## config.mk

```make
export PLATFORM = sky130hd
export DESIGN_NAME = store_unit
export DESIGN_NICKNAME = d
export VERILOG_FILES = /design/src/rtl/store_unit_pkg.sv /design/src/rtl/store_lane_gen.sv /design/src/rtl/store_unit.sv
export SDC_FILE = /design/constraint.sdc
export NUM_CORES = 1
export LEC_CHECK = 0
export CORE_MARGIN = 2
export CORE_UTILIZATION = 45
export DETAILED_ROUTE_END_ITERATION = 7
export PLACE_DENSITY = 0.71
export SLEW_MARGIN = 10
export SYNTH_ARGS = -nofsm -noshare
export SYNTH_HDL_FRONTEND = slang
export SYNTH_HIERARCHICAL = 1
export SYNTH_SLANG_ARGS = --single-unit
export TNS_END_PERCENT = 10
```

## constraint.sdc

```tcl
create_clock -name clk -period 4.4 [get_ports clk]
set_clock_uncertainty 0.1 [all_clocks]
set_input_delay 0.88 -clock clk [delete_from_list [all_inputs] [get_ports clk]]
set_output_delay 0.88 -clock clk [all_outputs]
set_load 0.005 [all_outputs]
```

## src/rtl/store_unit_pkg.sv

```systemverilog
// rtl/store_unit_pkg.sv - shared store size encodings, FSM states and lane helpers
// Purpose: types and helpers imported by store_lane_gen and store_unit.
// Ports: none (package).
package store_unit_pkg;

    // Store size encodings as driven on st_sel by the control decoder.
    typedef enum logic [1:0] {
        ST_SW  = 2'b00,
        ST_SH  = 2'b01,
        ST_SB  = 2'b10,
        ST_RSV = 2'b11
    } st_sel_e;

    typedef enum logic [1:0] {
        S_IDLE  = 2'b00,
        S_BEAT0 = 2'b01,
        S_BEAT1 = 2'b10
    } state_e;

    // Right-justified byte mask for a store size, before shifting into lanes.
    function automatic logic [3:0] size_lanes(input logic [1:0] sel);
        case (sel)
            ST_SW:   size_lanes = 4'b1111;
            ST_SH:   size_lanes = 4'b0011;
            ST_SB:   size_lanes = 4'b0001;
            default: size_lanes = 4'b0000;
        endcase
    endfunction

    // Register data with bits above the store size forced to zero.
    function automatic logic [31:0] size_data(input logic [1:0] sel, input logic [31:0] data);
        case (sel)
            ST_SW:   size_data = data;
            ST_SH:   size_data = {16'h0000, data[15:0]};
            ST_SB:   size_data = {24'h000000, data[7:0]};
            default: size_data = 32'h0000_0000;
        endcase
    endfunction

endpackage

```

## src/rtl/store_lane_gen.sv

```systemverilog
// rtl/store_lane_gen.sv - combinational byte-lane alignment for one store request
// Purpose: maps address/data/size onto up to two word-aligned write beats.
// Ports:
//   addr, data, sel   in  request byte address, right-justified data, size
//   addr0, addr1      out word addresses of beat0 and beat1 (beat1 wraps mod 2^32)
//   wdata0, wdata1    out lane-aligned data per beat, disabled lanes zero
//   we0, we1          out per-byte write enables per beat
//   split             out request touches the following word
//   bad_sel           out reserved size encoding
module store_lane_gen
    import store_unit_pkg::*;
(
    input  logic [31:0] addr,
    input  logic [31:0] data,
    input  logic [1:0]  sel,
    output logic [31:0] addr0,
    output logic [31:0] addr1,
    output logic [31:0] wdata0,
    output logic [31:0] wdata1,
    output logic [3:0]  we0,
    output logic [3:0]  we1,
    output logic        split,
    output logic        bad_sel
);

    logic [63:0] shifted;
    logic [7:0]  mask8;

    always_comb begin
        // Shifting across a 64-bit window lets a word-crossing store spill
        // naturally into the upper half, which becomes beat1.
        shifted = {32'h0000_0000, size_data(sel, data)} << {addr[1:0], 3'b000};
        mask8   = {4'b0000, size_lanes(sel)} << addr[1:0];
        addr0   = {addr[31:2], 2'b00};
        addr1   = addr0 + 32'd4;
        wdata0  = shifted[31:0];
        wdata1  = shifted[63:32];
        we0     = mask8[3:0];
        we1     = mask8[7:4];
        split   = (mask8[7:4] != 4'b0000);
        bad_sel = (sel == ST_RSV);
    end

endmodule

```

## src/rtl/store_unit.sv

```systemverilog
// rtl/store_unit.sv - store request to byte-enabled word write beats
// Purpose: accepts a store (valid/ready), issues one or two registered write
//   beats (req/ack) with per-byte enables, pulses st_done or st_err.
// Ports:
//   clk, rst                      clock, asynchronous active-high reset
//   st_valid, st_ready            request handshake (ready only in IDLE)
//   st_addr, st_data, st_sel      request byte address, data, size
//   st_done, st_err               one-cycle completion / rejection pulses
//   mem_req, mem_ack              write beat handshake
//   mem_addr, mem_wdata, mem_we   registered word address, lane data, byte enables
module store_unit
    import store_unit_pkg::*;
#(
    parameter bit MISALIGN_SPLIT = 1'b1
) (
    input  logic        clk,
    input  logic        rst,
    input  logic        st_valid,
    output logic        st_ready,
    input  logic [31:0] st_addr,
    input  logic [31:0] st_data,
    input  logic [1:0]  st_sel,
    output logic        st_done,
    output logic        st_err,
    output logic        mem_req,
    output logic [31:0] mem_addr,
    output logic [31:0] mem_wdata,
    output logic [3:0]  mem_we,
    input  logic        mem_ack
);

    state_e state, state_next;

    logic [31:0] lg_addr0, lg_addr1, lg_wdata0, lg_wdata1;
    logic [3:0]  lg_we0, lg_we1;
    logic        lg_split, lg_bad_sel;

    logic [31:0] b1_addr, b1_wdata;
    logic [3:0]  b1_we;
    logic        split_q;

    logic accept, illegal, start, final_ack;

    store_lane_gen u_lane_gen (
        .addr    (st_addr),
        .data    (st_data),
        .sel     (st_sel),
        .addr0   (lg_addr0),
        .addr1   (lg_addr1),
        .wdata0  (lg_wdata0),
        .wdata1  (lg_wdata1),
        .we0     (lg_we0),
        .we1     (lg_we1),
        .split   (lg_split),
        .bad_sel (lg_bad_sel)
    );

    always_ff @(posedge clk or posedge rst) begin
        if (rst) begin
            state <= S_IDLE;
        end else begin
            state <= state_next;
        end
    end

    always_comb begin
        state_next = state;
        final_ack  = 1'b0;
        accept     = st_valid && st_ready;
        // A word-crossing store is rejected outright when splitting is disabled.
        illegal    = lg_bad_sel || (!MISALIGN_SPLIT && lg_split);
        start      = accept && !illegal;
        case (state)
            S_IDLE: begin
                if (start) begin
                    state_next = S_BEAT0;
                end
            end
            S_BEAT0: begin
                if (mem_ack) begin
                    state_next = split_q ? S_BEAT1 : S_IDLE;
                    final_ack  = !split_q;
                end
            end
            S_BEAT1: begin
                if (mem_ack) begin
                    state_next = S_IDLE;
                    final_ack  = 1'b1;
                end
            end
            default: state_next = S_IDLE;
        endcase
    end

    always_comb begin
        st_ready = (state == S_IDLE);
        mem_req  = (state != S_IDLE);
    end

    // Beat registers: loaded with beat0 on accept, swapped to the latched beat1
    // on the beat0 ack so mem_req stays high across the split, cleared at the end.
    always_ff @(posedge clk or posedge rst) begin
        if (rst) begin
            st_done   <= 1'b0;
            st_err    <= 1'b0;
            mem_addr  <= 32'h0000_0000;
            mem_wdata <= 32'h0000_0000;
            mem_we    <= 4'b0000;
            b1_addr   <= 32'h0000_0000;
            b1_wdata  <= 32'h0000_0000;
            b1_we     <= 4'b0000;
            split_q   <= 1'b0;
        end else begin
            st_done <= final_ack;
            st_err  <= accept && illegal;
            if (start) begin
                mem_addr  <= lg_addr0;
                mem_wdata <= lg_wdata0;
                mem_we    <= lg_we0;
                b1_addr   <= lg_addr1;
                b1_wdata  <= lg_wdata1;
                b1_we     <= lg_we1;
                split_q   <= lg_split;
            end else if (state == S_BEAT0 && mem_ack && split_q) begin
                mem_addr  <= b1_addr;
                mem_wdata <= b1_wdata;
                mem_we    <= b1_we;
            end else if (final_ack) begin
                mem_addr  <= 32'h0000_0000;
                mem_wdata <= 32'h0000_0000;
                mem_we    <= 4'b0000;
                split_q   <= 1'b0;
            end
        end
    end

endmodule

```

==> out/qor.csv <==
metric,value,unit
outcome,"complete, no violations",
met2 wire length,9.30,mm
highest metal used,met5,
data arrival time of the worst path,3150,ps
Worst-path clk slew,60,ps
CP Max Fanout,64,
Post-layout nets,1057,
"Top cell by count, worst path",nor2_1,
final WL,20.9,mm
number of post-CTS setup repair buffers,0,
I/O Pins,142,
via density per instance,5.52,
final slew viol count,0,
DP Cell Count,1183,
"FFs w/ async S/R, synth",1.00,
die width,135,um
Slew HR,0.314,
WHS Path Cells,2,
gr ovfl total,0,
cell taking the most area after synthesis,dfrtp_1,
"Seq/Total Area, Yosys",0.457,
"antenna viol nets, final",0,
Min-Delay Endpoint,b1_wdata[1]$_DFFE_PP0P_,
WP buf/inv,3,
synth top area cells,"dfrtp_1 46%, nand2_1 11%, nor2_1 8.1%",
post-synth top area share,0.457,
setup_tns,0,ps
"count leader, synth",nand2_1,
layout cells sized above 1,0.0633,
# resized after CTS,0,
Rows,47,
Clock H-tree levels,4,
number of global-route vias before repair,6362,
Pre-antenna DRT Iters,5,
most common library cells after synthesis,"229 x nand2_1, 166 x nor2_1, 141 x dfrtp_1",
Syn. warnings,6,
Num CTS Buffers,17,
static leakage,4.42,nW
core area,16700,um^2
ANT cells,0,
maximum capacitance violations,0,
Worst path max stage delay,700,ps
Initial Util,0.462,
final cycle utilization of the critical path,0.663,
Power per Cell Area,614,nW/um^2
Post-CTS Hold Buffers,0,
GPL Wtd Cong,0.870,
critical path's slowest cell,or2_4,
FF-to-FF setup slack,1580,ps
worst r2r src,state[0]$_DFFE_PP0P_,
post-layout minimum cycle time,2920,ps
Layout area overhead,24.6,%
Post-Syn Instances,900,
initial antenna violation count,1,
Tot GR Track Use,0.236,
Port Buffers,141,
worst-path cell chain,clkdlybuf4s50_1 > buf_4 > and2_1 > or2_4 > buf_12 > nor2_1 > nor2_1,
VDD IR max,413,uV
Mapped Area,7720,um^2
Avg WL per Cell,17.2,um
ys flop type,dfrtp_1,
Critical R2R Capture,mem_we[0]$_DFFE_PP0P_,
final hold viol count,0,
CP required,4640,ps
RSZ-0062 raised after global routing,false,
Post-route DRC,0,
R2R cell count,7,
TritonCTS clock tree,yes,
Hold Path Origin,b1_wdata[1]$_DFFE_PP0P_,
startpoint type of the worst setup path,primary input,
count of final setup violators,0,
Seq cells post-synth,141,
clock tree buffer depth,2,
CP Class,in2reg,
Post-Syn Area per Cell,8.57,um^2
CTS root buffer,clkbuf_16,
fin cells,1215,
initial DRC count,524,
Slew @ Worst Pin,1020,ps
Final HPWL DP,13.4,mm
Min-Delay Path Class,reg2reg,
DR WL met3,1.65,mm
CP Capture Type,flip-flop,
vias,6702,
cell type group with the largest total delay on the critical path,simple AND/OR/NAND/NOR gates,
largest net degree at the start of global routing,87,
Post-synth EDFFs,0,
Cell variety after synth,43,
die height,135,um
Die Area,18200,um^2
Max Clk Rate,343,MHz
first-pass GRT wire length,33.9,mm
Post-Route M1 WL,9.46,mm
latest clock arrival within the worst-skew pair,420,ps
# clock sinks,141,
-- worst min-delay path, stage by stage, from the launching register on --
cell	delay, ps
dfrtp_1	340
nand2_1	50
nand2_1	50
-- routing by layer --
metal  global-route usage  up-vias
met5                    0        -
met4               0.0833        2
met3               0.0522       31
met2                0.347      285
met1                0.343     3243
li1                     -     3141
-- sequential cells by signal (all words and copies together), names as in the netlist --
| signal | cells |
|---|---|
| state | 2 |
| b1_addr | 32 |
| split_q | 1 |
| mem_wdata | 32 |
| b1_we | 4 |
| st_err | 1 |
| b1_wdata | 32 |
| mem_we | 4 |
| st_done | 1 |
| mem_addr | 32 |
-- layout by cell type, fill, tap and decap left out, types with 2 or more instances in the layout --
master,netlist,layout
xor2_1,19,19
o21ai_0,12,12
nor2b_1,2,2
and2_1,26,26
xnor2_1,9,9
clkbuf_16,0,17
nand2b_1,2,2
conb_1,1,13
o2bb2ai_1,8,8
a221oi_1,68,68
and3_1,3,2
buf_12,0,4
nor3_2,2,2
nand4_1,3,3
nor2_1,166,165
buf_4,44,9
or2_2,2,2
nand3_1,7,7
bufinv_16,0,4
clkbuf_1,17,2
a22oi_1,8,8
a22o_1,17,17
dfrtp_1,141,141
ha_1,5,5
clkinvlp_4,0,4
mux2i_1,16,16
inv_1,15,14
clkbuf_8,0,3
a21oi_1,7,7
nor3_1,9,9
clkinv_2,0,2
nor4_2,4,4
clkdlybuf4s50_1,0,141
nor4_4,3,3
nand2_1,229,229
-- kinds of logic (layout without fill, tap and decap cells) --
group                      Yosys count  in the layout  synth area share
adders and majority gates            5              5           0.00811
xor gates and xnor gates            28             28            0.0318
and+or+nand+nor                    467            467             0.261
muxes                               16             16            0.0208
other                                1             13          0.000486
DFF                                141            141             0.457
buffers and inverters              118            201            0.0905
AOI/OAI and AO/OA                  124            124             0.130
-- area by class of cell --
type	instances	area (um^2)
inverters	15	60.1
clock buffers	22	474
clock inverters	10	161
multi-input cells	653	3550
well taps	220	275
flip-flops and latches	141	3530
repair buffers	154	1560
fillers	1499	7090
-- per-stage QoR --
| stage | setup WS, ps | power, mW | instance area [um^2] | utilization | hold WS [ps] |
|---|---|---|---|---|---|
| 2_1_floorplan | 1660 | 3.32 | 7760 | - | 346 |
| 4_1_cts | 1500 | 5.95 | 9610 | 0.576 | 378 |
| 3_3_place_gp | 1130 | 4.34 | 8980 | 0.537 | 359 |
| 6_report | 1480 | 5.90 | 9610 | 0.576 | 372 |
| 3_5_place_dp | 1080 | 4.38 | 8980 | 0.537 | 363 |
| 5_1_grt | 1310 | 6.31 | 9610 | 0.576 | 392 |
-- power by group --
group	switching [mW]	leakage [nW]	internal, mW	total (mW)
Combinational	1.00	2.37	1.13	2.13
Clock	0.549	0.302	0.993	1.54
Sequential	0.367	1.74	1.86	2.23
Total	1.92	4.42	3.99	5.90
-- how the worst max path moves through the flow --
stage / from / end / slack (ps) / cells after the start
detailed placement: st_sel[1] / mem_wdata[30]$_DFFE_PP0P_ / 1080 / 7
CTS: st_sel[1] / mem_wdata[30]$_DFFE_PP0P_ / 1500 / 7
global placement: st_sel[1] / mem_wdata[29]$_DFFE_PP0P_ / 1130 / 7
global route: st_sel[1] / mem_wdata[30]$_DFFE_PP0P_ / 1310 / 7
finish: st_sel[1] / mem_wdata[30]$_DFFE_PP0P_ / 1480 / 7
floorplan: rst / b1_addr[0]$_DFFE_PP0P_ / 1660 / 1
No activity file was read; power rests on OpenSTA's default activity.
